**src/rtl/ct_spsram_ctrl_pkg.sv**
```systemverilog
// Shared definitions for the 2048x144 single-port SRAM controller:
// FSM state encoding, array depth and round-robin pointer encoding.
package ct_spsram_ctrl_pkg;

    localparam int ENTRIES = 2048;

    // INIT sweeps the array to zero, RUN serves the two requesters.
    typedef enum logic {
        ST_INIT = 1'b0,
        ST_RUN  = 1'b1
    } state_e;

    // Side that received the most recent grant.
    typedef enum logic {
        LAST_RD = 1'b0,
        LAST_WR = 1'b1
    } last_gnt_e;

endpackage

```
**src/rtl/ct_spsram_ctrl_arb.sv**
```systemverilog
// Two-way round-robin arbiter between the write and read requesters.
// A lone requester is granted in the same cycle; on a tie the side not
// granted last wins. The pointer only moves when a grant is issued.
module ct_spsram_ctrl_arb
    import ct_spsram_ctrl_pkg::*;
(
    input  logic forever_cpuclk,
    input  logic cpurst_b,
    input  logic arb_en,
    input  logic wr_req,
    input  logic rd_req,
    output logic wr_gnt,
    output logic rd_gnt
);

    last_gnt_e last_q;

    // Grant decision from the requests and the last-grant pointer.
    always_comb begin
        // NOTE: every output gets a default first so no path leaves it unassigned (no latch).
        wr_gnt = 1'b0;
        rd_gnt = 1'b0;
        if (arb_en) begin
            if (wr_req && rd_req) begin
                if (last_q == LAST_RD) wr_gnt = 1'b1;
                else                   rd_gnt = 1'b1;
            end else begin
                wr_gnt = wr_req;
                rd_gnt = rd_req;
            end
        end
    end

    // Last-grant pointer; starts as "read last" so write wins the first tie.
    always_ff @(posedge forever_cpuclk or negedge cpurst_b) begin
        // NOTE: state registers use non-blocking assignments so all flops update together.
        if (!cpurst_b)   last_q <= LAST_RD;
        else if (wr_gnt) last_q <= LAST_WR;
        else if (rd_gnt) last_q <= LAST_RD;
    end

endmodule

```
**src/rtl/ct_spsram_2048x144_ctrl.sv**
```systemverilog
// Controller for a 2048x144 single-port SRAM with a write and a read
// requester. Optional macro CT_SPSRAM_CTRL_INIT_EN adds a zero-fill sweep
// after reset and on flush_req; without it the block starts in RUN.
module ct_spsram_2048x144_ctrl
    import ct_spsram_ctrl_pkg::*;
#(
    parameter int ADDR_WIDTH = 11,
    parameter int DATA_WIDTH = 144
) (
    input  logic                  forever_cpuclk,
    input  logic                  cpurst_b,
    input  logic                  wr_req,
    input  logic [ADDR_WIDTH-1:0] wr_addr,
    input  logic [DATA_WIDTH-1:0] wr_data,
    input  logic [DATA_WIDTH-1:0] wr_bwen,
    output logic                  wr_gnt,
    input  logic                  rd_req,
    input  logic [ADDR_WIDTH-1:0] rd_addr,
    output logic                  rd_gnt,
    output logic                  rd_vld,
    output logic [DATA_WIDTH-1:0] rd_data,
    input  logic                  flush_req,
    output logic                  init_done,
    output logic [ADDR_WIDTH-1:0] sram_a,
    output logic                  sram_cen,
    output logic                  sram_gwen,
    output logic [DATA_WIDTH-1:0] sram_wen,
    output logic [DATA_WIDTH-1:0] sram_d,
    input  logic [DATA_WIDTH-1:0] sram_q
);

    logic                  in_init;
    logic                  arb_en;
    logic [ADDR_WIDTH-1:0] a_q;
    logic [DATA_WIDTH-1:0] d_q;

`ifdef CT_SPSRAM_CTRL_INIT_EN
    state_e                state_q, state_d;
    logic [ADDR_WIDTH-1:0] cnt_q, cnt_d;

    // Sweep sequencing: count through the array, flush restarts at 0.
    always_comb begin
        state_d = state_q;
        cnt_d   = cnt_q;
        case (state_q)
            ST_INIT: begin
                cnt_d = cnt_q + 1'b1;
                if (cnt_q == '1) state_d = ST_RUN;
            end
            ST_RUN: begin
                if (flush_req) begin
                    state_d = ST_INIT;
                    cnt_d   = '0;
                end
            end
            default: state_d = ST_INIT;
        endcase
    end

    // State and sweep counter registers.
    always_ff @(posedge forever_cpuclk or negedge cpurst_b) begin
        if (!cpurst_b) begin
            state_q <= ST_INIT;
            cnt_q   <= '0;
        end else begin
            state_q <= state_d;
            cnt_q   <= cnt_d;
        end
    end

    assign in_init   = (state_q == ST_INIT);
    assign init_done = (state_q == ST_RUN);
`else
    logic unused_flush;

    assign unused_flush = flush_req;
    assign in_init      = 1'b0;
    assign init_done    = 1'b1;
`endif

    // Requests are only arbitrated out of reset and outside the sweep.
    assign arb_en = cpurst_b & ~in_init;

    ct_spsram_ctrl_arb u_arb (
        .forever_cpuclk (forever_cpuclk),
        .cpurst_b       (cpurst_b),
        .arb_en         (arb_en),
        .wr_req         (wr_req),
        .rd_req         (rd_req),
        .wr_gnt         (wr_gnt),
        .rd_gnt         (rd_gnt)
    );

    // SRAM port mux: sweep write, granted write, granted read or idle.
    always_comb begin
        sram_cen  = 1'b1;
        sram_gwen = 1'b1;
        sram_wen  = '1;
        sram_a    = a_q;
        sram_d    = d_q;
        if (!cpurst_b) begin
            sram_cen = 1'b1;
        end
`ifdef CT_SPSRAM_CTRL_INIT_EN
        else if (in_init) begin
            sram_cen  = 1'b0;
            sram_gwen = 1'b0;
            sram_wen  = '0;
            sram_a    = cnt_q;
            sram_d    = '0;
        end
`endif
        else if (wr_gnt) begin
            sram_cen  = 1'b0;
            sram_gwen = 1'b0;
            sram_wen  = wr_bwen;
            sram_a    = wr_addr;
            sram_d    = wr_data;
        end else if (rd_gnt) begin
            sram_cen  = 1'b0;
            sram_a    = rd_addr;
        end
    end

    // Address hold register and read-valid pipeline stage.
    always_ff @(posedge forever_cpuclk or negedge cpurst_b) begin
        if (!cpurst_b) begin
            a_q    <= '0;
            rd_vld <= 1'b0;
        end else begin
            a_q    <= sram_a;
            rd_vld <= rd_gnt;
        end
    end

    // Write-data hold register.
    always_ff @(posedge forever_cpuclk) begin
        // NOTE: wide datapath holding register needs no reset; sram_cen qualifies its use.
        d_q <= sram_d;
    end

    assign rd_data = sram_q;

endmodule

```
**config.mk**
```make
export PLATFORM = sky130hd
export DESIGN_NAME = ct_spsram_2048x144_ctrl
export DESIGN_NICKNAME = d
export VERILOG_FILES = /design/src/rtl/ct_spsram_ctrl_pkg.sv /design/src/rtl/ct_spsram_ctrl_arb.sv /design/src/rtl/ct_spsram_2048x144_ctrl.sv
export SDC_FILE = /design/constraint.sdc
export NUM_CORES = 1
export LEC_CHECK = 0
export BUFFER_PORTS_ARGS = -buffer_cell sky130_fd_sc_hd__buf_2
export CAP_MARGIN = 20
export CORE_AREA = 4 4 349 351
export DETAILED_ROUTE_END_ITERATION = 12
export DIE_AREA = 0 0 353 355
export HOLD_SLACK_MARGIN = 0.12
export PLACE_DENSITY = 0.31
export SKIP_CTS_REPAIR_TIMING = 1
export SYNTH_ARGS = -nofsm -noshare
export SYNTH_HDL_FRONTEND = slang
export SYNTH_SLANG_ARGS = --single-unit
```
**constraint.sdc**
```tcl
create_clock -name forever_cpuclk -period 1.5 [get_ports forever_cpuclk]
set_input_delay 0 -clock forever_cpuclk [delete_from_list [all_inputs] [get_ports forever_cpuclk]]
set_output_delay 0 -clock forever_cpuclk [all_outputs]
set_load 0.02 [all_outputs]
```
* Word-level counts from Yosys, hierarchy flattened *
Index checks and enable logic that the tools add are counted.

storage, ports and cells
  register bits = 157
  input port bits = 459
  output and inout bits = 449
  word-level logic and storage cells = 26

cells by class
  multiplexer cells = 20
  reductions and logical operators = 2

operators by type and width
  kind               count
  $mux 144           4
  $mux 11            3
  $mux 1             13
  $reduce_bool 2->1  1
  $logic_and 1x1->1  1

* Longest topological paths before layout *
Gate-level depths: netlist of run 1.

  depth after elaboration = 6
  depth in mapped cells = 7
  depth with buffers taken out = 4

* By module *
Synthesis of run 1 repeated with hierarchy kept, for this count alone.

second synthesis, totals
  cells, all modules = 673
  area, all modules = 7,310.8 µm²

by module, submodules not included
  module                   times used  cells an instance  area each (µm²)  sequential area each (µm²)
  ct_spsram_2048x144_ctrl  1           665                7,249.5          3,183.1
  ct_spsram_ctrl_arb       1           8                  61.3             25.0

* Least setup slack after synthesis of run 1 *
No wires, ideal clock.

  path type = reg2reg
  start = register u_arb.last_q
  end = register d_q[100]
  library setup time = 0.136 ns
  arrival time = 1.404 ns
  data required time = 1.364 ns
  slack = -0.040 ns
  cell stages (with the launch flop) = 8
  buffers on the path = 3
  clock period less this slack = 1.540 ns
  path through = dfrtp_1 nand2_1 and3_4 buf_8 inv_4 buf_12 buf_12 mux2_4

on the way
  cells in the longest elaborated chain, start to end = 5

RTL lines
  element                   line                            RTL
  start: declaration        ct_spsram_ctrl_arb.sv:16        last_gnt_e last_q;
  start signal: assignment  ct_spsram_ctrl_arb.sv:37        if (!cpurst_b) last_q <= LAST_RD;
  start signal: assignment  ct_spsram_ctrl_arb.sv:38        else if (wr_gnt) last_q <= LAST_WR;
  start signal: assignment  ct_spsram_ctrl_arb.sv:39        else if (rd_gnt) last_q <= LAST_RD;
  $mux 1                    ct_spsram_ctrl_arb.sv:25        if (last_q == LAST_RD) wr_gnt = 1'b1;
  $mux 1                    ct_spsram_ctrl_arb.sv:24        if (wr_req && rd_req) begin
  $mux 1                    ct_spsram_ctrl_arb.sv:23        if (arb_en) begin
  $mux 144                  ct_spsram_2048x144_ctrl.sv:113  else if (wr_gnt) begin
  $mux 144                  ct_spsram_2048x144_ctrl.sv:101  if (!cpurst_b) begin
  named net sram_d[100]     ct_spsram_2048x144_ctrl.sv:28   output logic [DATA_WIDTH-1:0] sram_d,
  end signal: assignment    ct_spsram_2048x144_ctrl.sv:139  d_q <= sram_d;
  end: declaration          ct_spsram_2048x144_ctrl.sv:35   logic [DATA_WIDTH-1:0] d_q;

The timed path passes the listed nets, and every way through them passes these cells.
A chain may end at the register's enable or synchronous reset.

* Worst setup path in the final report of run 1 *
  start = register u_arb.last_q
  end = output sram_d[75]

on the way
  cells in the longest elaborated chain, start to end = 5

RTL lines
  element           line
  $mux 1            ct_spsram_ctrl_arb.sv:25
  $mux 1            ct_spsram_ctrl_arb.sv:24
  $mux 1            ct_spsram_ctrl_arb.sv:23
  $mux 144          ct_spsram_2048x144_ctrl.sv:113
  $mux 144          ct_spsram_2048x144_ctrl.sv:101
  end: declaration  ct_spsram_2048x144_ctrl.sv:28

No other way between the ends.

==> metrics, run 1 <==
Vias=7,941; status=finished, violations left; largest net degree at the start of global routing=48; root buf cell=clkbuf_16; Power Density=1040 nW/um^2; critical path peak fanout=33; Final Worst Setup Slack=-552 ps; CTS max path bufs=2; detailed-router iteration count before antenna repair=4; EDFF count, synth=0; post-route clock skew=30.5 ps; slowest stage delay, CP=350 ps; Layout fillers=13,600; share of layout cells above drive strength 1=57.1%; Yosys reg bits=157; ys async rst share=8.28%; FF/Latch Area=3210 sq um; final clock period utilization by the worst path=137%; placed cell area=11,800 sq um; DRT iter0 DRCs=321; P_leak=6.89 nW; GRT Total Usage=9.30%; initial antenna violation count=67; Die Wd=353 um; failing checks=negative setup slack; Worst-Skew Late Latency=500 ps; die height=355 um; Worst Tran Pin Value=941 ps; CTS clock-pin slew for the worst setup and hold paths=100 ps; port bufs=617; dpl hpwl=54,200 um; Ys Warns=0; post-layout min period=2050 ps; remaining antenna violation count=0; total grt overflow=0; CP startpoint kind=flip-flop; Slew HR=37.0%; Multi-input gate area=3210 sq um; maximum VDD drop=1.17 mV; Sink Count=157; Final Hold Viols=0; Max Cap Viol=0; crit end category=output port; CTS Buf Count=17; fin area=15,600 sq um; Remaining DRCs=0; Routability Congestion=0.741; WP data required=1500 ps; Yosys cell types=20; Starting Density=6.60%; critical path class=flip-flop to output port; Core Box Area=119,000 sq um; Slew Viols, Final=0; final setup violation count=325; Rows=127; Die ar.=125,000 sq um; Syn Nets=1,116; I/O pin cnt=908; sequential-to-total area share from yosys stat=40.8%; Cells after Synth=657; f_max=487 MHz; Syn Std Cell Area=7860 sq um; Nets=1,916; Mean Syn Cell Area=12.0 sq um; vias in the first global route=7,131; drt via density=2.61; Routed WL=63,000 um; dpl ws=-85.0 ps; Syn-to-layout area delta=98.9%; ordered list of cells on the worst path=nand2_1, and3_4, inv_8, buf_16, mux2_4, buf_2; Finished Core Util=13.1%; RSZ-0062 raised after global routing=true; CP max-delay cell=dfrtp_1; Worst Hold Class=primary input to flip-flop; H-tree level count=4; CTS tree=built; Synth Flop Type=dfxtp_1; Routed WL per cell=20.7 um; first-pass GRT wire length=74,600 um; crit path DAT=2050 ps; Hold WS=74.5 ps
[synthesized netlist by cell type (2+ instances only)]
cell type | n | area [sq um]
buf_12 | 11 | 220
buf_4 | 147 | 1100
buf_6 | 3 | 33.8
clkbuf_1 | 16 | 60.1
dfrtp_1 | 13 | 325
dfxtp_1 | 144 | 2880
inv_1 | 2 | 7.51
mux2_2 | 27 | 304
mux2_4 | 117 | 1760
nand2_1 | 3 | 11.3
nand2b_1 | 155 | 970
o221a_2 | 11 | 124
[layout make-up]
class	instances	share of cell area, %
Antenna cell	19	0.304
Clock buffer	18	2.81
Clock inverter	14	1.26
Inverter	3	0.120
Multi-Input combinational cell	317	20.5
Sequential cell	157	20.5
Tap cell	1548	12.4
Timing Repair Buffer	961	42.1
[routing by layer]
layer,track usage (%),vias to the layer above,part of all wire [%]
met1,8.73,3597,35
met3,7.64,122,15
li1,-,3626,-
met4,2.88,30,1.7
met5,0,-,0.27
met2,15.3,566,48
[power by group]
group | switching [mW] | internal [mW] | total, mW
logic | 3.39 | 2.74 | 6.12
registers | 0.220 | 5.01 | 5.23
clock network | 2.32 | 2.60 | 4.92
[placed cells by master (no fill, tap or decap), types with 7 or more instances in the layout]
cell	count
diode_2	19
dfrtp_1	13
mux2_4	117
mux2_2	27
nand2b_1	155
clkbuf_16	17
dlygate4sd3_1	312
buf_12	7
buf_4	24
o221a_2	10
dfxtp_1	144
buf_2	612
[state kept, by name, summed over array words and instances (netlist names)]
| signal | flops |
|---|---|
| d_q | 144 |
| a_q | 11 |
| rd_vld | 1 |
| u_arb.last_q | 1 |
[per-stage QoR]
| stage | TNS [ps] | power (mW) | cells |
|---|---|---|---|
| global route | -178660 | 17.2 | 3021 |
| finish | -129290 | 16.3 | 3037 |
| detailed placement | -7290 | 10.6 | 2674 |
| global placement | -3960 | 10.6 | 2674 |
| floorplan | -1980 | 8.94 | 657 |
| CTS | -162000 | 15.7 | 2706 |
[critical path: cells and delay by family, from the launching register on]
kind | cells | cell delay, ps
buffers and inverters | 3 | 600
DFF | 1 | 350
muxes | 1 | 330
and+or+nand+nor | 2 | 240
[path summary, 6_finish.rpt]
path | from | to | slack, ps | depth (start not counted)
max | u_arb.last_q | sram_d[75] | -550 | 6
min | rd_req | rd_vld | 70 | 4
max reg2reg | u_arb.last_q | d_q[30] | -20 | 5
min reg2reg | d_q[92] | d_q[92] | 470 | 1
max in group asynchronous | cpurst_b | u_arb.last_q | 450 | 3
min in group asynchronous | cpurst_b | a_q[2] | 430 | 3
[logic make-up after synthesis]
| kind of cell | after synthesis | synth area share (%) |
|---|---|---|
| AO/OA/AOI/OAI | 13 | 1.74 |
| buffers and inverters | 183 | 18.5 |
| flip-flops | 157 | 40.8 |
| multiplexers | 144 | 26.2 |
| other | 1 | 0.0477 |
| AND/OR/NAND/NOR | 159 | 12.6 |
No activity file was read; power rests on OpenSTA's default activity.
==> run 2: changes to the inputs <==
--- a/config.mk
+++ b/config.mk
@@ -5,13 +5,16 @@
 export SDC_FILE = /design/constraint.sdc
 export NUM_CORES = 1
 export LEC_CHECK = 0
+export ABC_AREA = 0
 export BUFFER_PORTS_ARGS = -buffer_cell sky130_fd_sc_hd__buf_2
 export CAP_MARGIN = 20
-export CORE_AREA = 4 4 349 351
+export CELL_PAD_IN_SITES_DETAIL_PLACEMENT = 1
+export CELL_PAD_IN_SITES_GLOBAL_PLACEMENT = 1
+export CORE_AREA = 4 4 353 355
 export DETAILED_ROUTE_END_ITERATION = 12
-export DIE_AREA = 0 0 353 355
+export DIE_AREA = 0 0 357 359
 export HOLD_SLACK_MARGIN = 0.12
-export PLACE_DENSITY = 0.31
+export PLACE_DENSITY = 0.37
 export SKIP_CTS_REPAIR_TIMING = 1
 export SYNTH_ARGS = -nofsm -noshare
 export SYNTH_HDL_FRONTEND = slang
==> metrics, run 2 (synthesis gave the netlist of run 1 again) <==
status=finished, violations left; failing checks=negative setup slack; largest net degree at the start of global routing=50; Routed WL per cell=18.2 um; FF/Latch Area=3210 sq um; DRT iter0 DRCs=228; CTS tree=built; CTS Buf Count=17; placed insts=2,756; remaining antenna violation count=0; R2R depth=5; slowest stage delay, CP=390 ps; dpl ws=-151 ps; Slew HR=43.8%; crit end category=output port; Core Box Area=121,000 sq um; Final Power=15.8 mW; hold-critical path depth=4; Slew Viols, Final=0; CP startpoint kind=flip-flop; worst r2r dst=d_q[78]; GRT Total Usage=7.88%; RSZ-0062 raised after global routing=true; hold endpoint=rd_vld; placed cell area=11,900 sq um; Sink Count=157; Rows=128; max FFs per register=144; setup TNS=-140,370 ps; Finished Layout Cells=3,121; Multi-input gate area=3210 sq um; I/O pin cnt=908; maximum VDD drop=0.892 mV; Remaining DRCs=0; largest registers=d_q: 144 flops, a_q: 11 flops; Vias=8,070; Final Hold Viols=0; Max Cap Viol=0; Die ar.=128,000 sq um; post-layout min period=2070 ps; Power Density=1000 nW/um^2; final setup violation count=323; Layout fillers=14,400; commonest non-fill, non-tap cell in the layout=buf_2; Hold WS=45.1 ps; Worst Tran Pin Value=840 ps; dpl hpwl=46,700 um; f_max=484 MHz; first-pass GRT wire length=67,600 um; initial antenna violation count=48; drt via density=2.59; ordered list of cells on the worst path=nand2_1, and3_4, buf_8, buf_16, nand2b_1, buf_2; Starting Density=6.47%; total grt overflow=0; detailed-router iteration count before antenna repair=4; delay-heaviest family, CP=buffers and inverters; Die Wd=357 um; Routed WL=56,800 um; fin area=15,800 sq um; crit path DAT=2070 ps; critical hold path startpoint=rd_req; critical path class=flip-flop to output port; CP bufs+invs=3; CTS max path bufs=2; critical path peak fanout=49; WP data required=1500 ps; port bufs=617; Worst Hold Class=primary input to flip-flop; CTS clock-pin slew for the worst setup and hold paths=80 ps; r2r setup slk=-20 ps; Finished Core Util=13.0%; H-tree level count=4; Nets=1,924; post-route clock skew=27.7 ps; share of layout cells above drive strength 1=57.2%; Routability Congestion=0.805; Final Worst Setup Slack=-565 ps; CP max-delay cell=dfrtp_1; P_leak=6.94 nW; Syn-to-layout area delta=101%; commonest cells after routing, fill and taps aside=buf_2 (617), dlygate4sd3_1 (312), nand2b_1 (155); Largest Register=d_q; final clock period utilization by the worst path=138%; Worst-Skew Late Latency=500 ps; die height=359 um; launching point of the worst reg2reg path=u_arb.last_q; vias in the first global route=7,729; root buf cell=clkbuf_16
==> run 2: worst min-delay path: stages <==
cell and delay [ps]:
buf_2 120, o211ai_1 160, buf_4 180, inv_1 50
==> run 2: worst max path at each step <==
stage / start / end / slack, ps / cells after the start
4_1_cts: u_arb.last_q / sram_d[92] / -760 / 6
6_report: u_arb.last_q / sram_wen[111] / -570 / 6
3_3_place_gp: u_arb.last_q / sram_d[30] / -140 / 6
3_5_place_dp: u_arb.last_q / sram_d[34] / -150 / 6
2_1_floorplan: u_arb.last_q / d_q[100] / -20 / 7
5_1_grt: u_arb.last_q / sram_wen[99] / -680 / 7
==> run 2: final cells by class <==
type	instances	share of cell area (%)
Clock inverter	14	0.965
Sequential cell	157	20.3
Clock buffer	18	2.71
Tap cell	1625	12.9
Timing Repair Buffer	969	42.4
Inverter	3	0.174
Antenna cell	18	0.285
Multi-Input combinational cell	317	20.3
==> run 2: per-layer routing <==
metal	up-vias	GRT usage, %	part of all wire, %
met2	572	12.3	48
met4	12	2.87	1.4
li1	3640	-	-
met5	-	0	0.14
met1	3791	8.68	38
met3	55	4.98	12
==> run 2: report_power, final <==
| group | leakage [nW] | internal, mW | switching [mW] |
|---|---|---|---|
| sequential | 1.36 | 5.01 | 0.233 |
| combinational | 5.29 | 2.77 | 3.28 |
| clock | 0.287 | 2.34 | 2.17 |
| total | 6.94 | 10.1 | 5.68 |
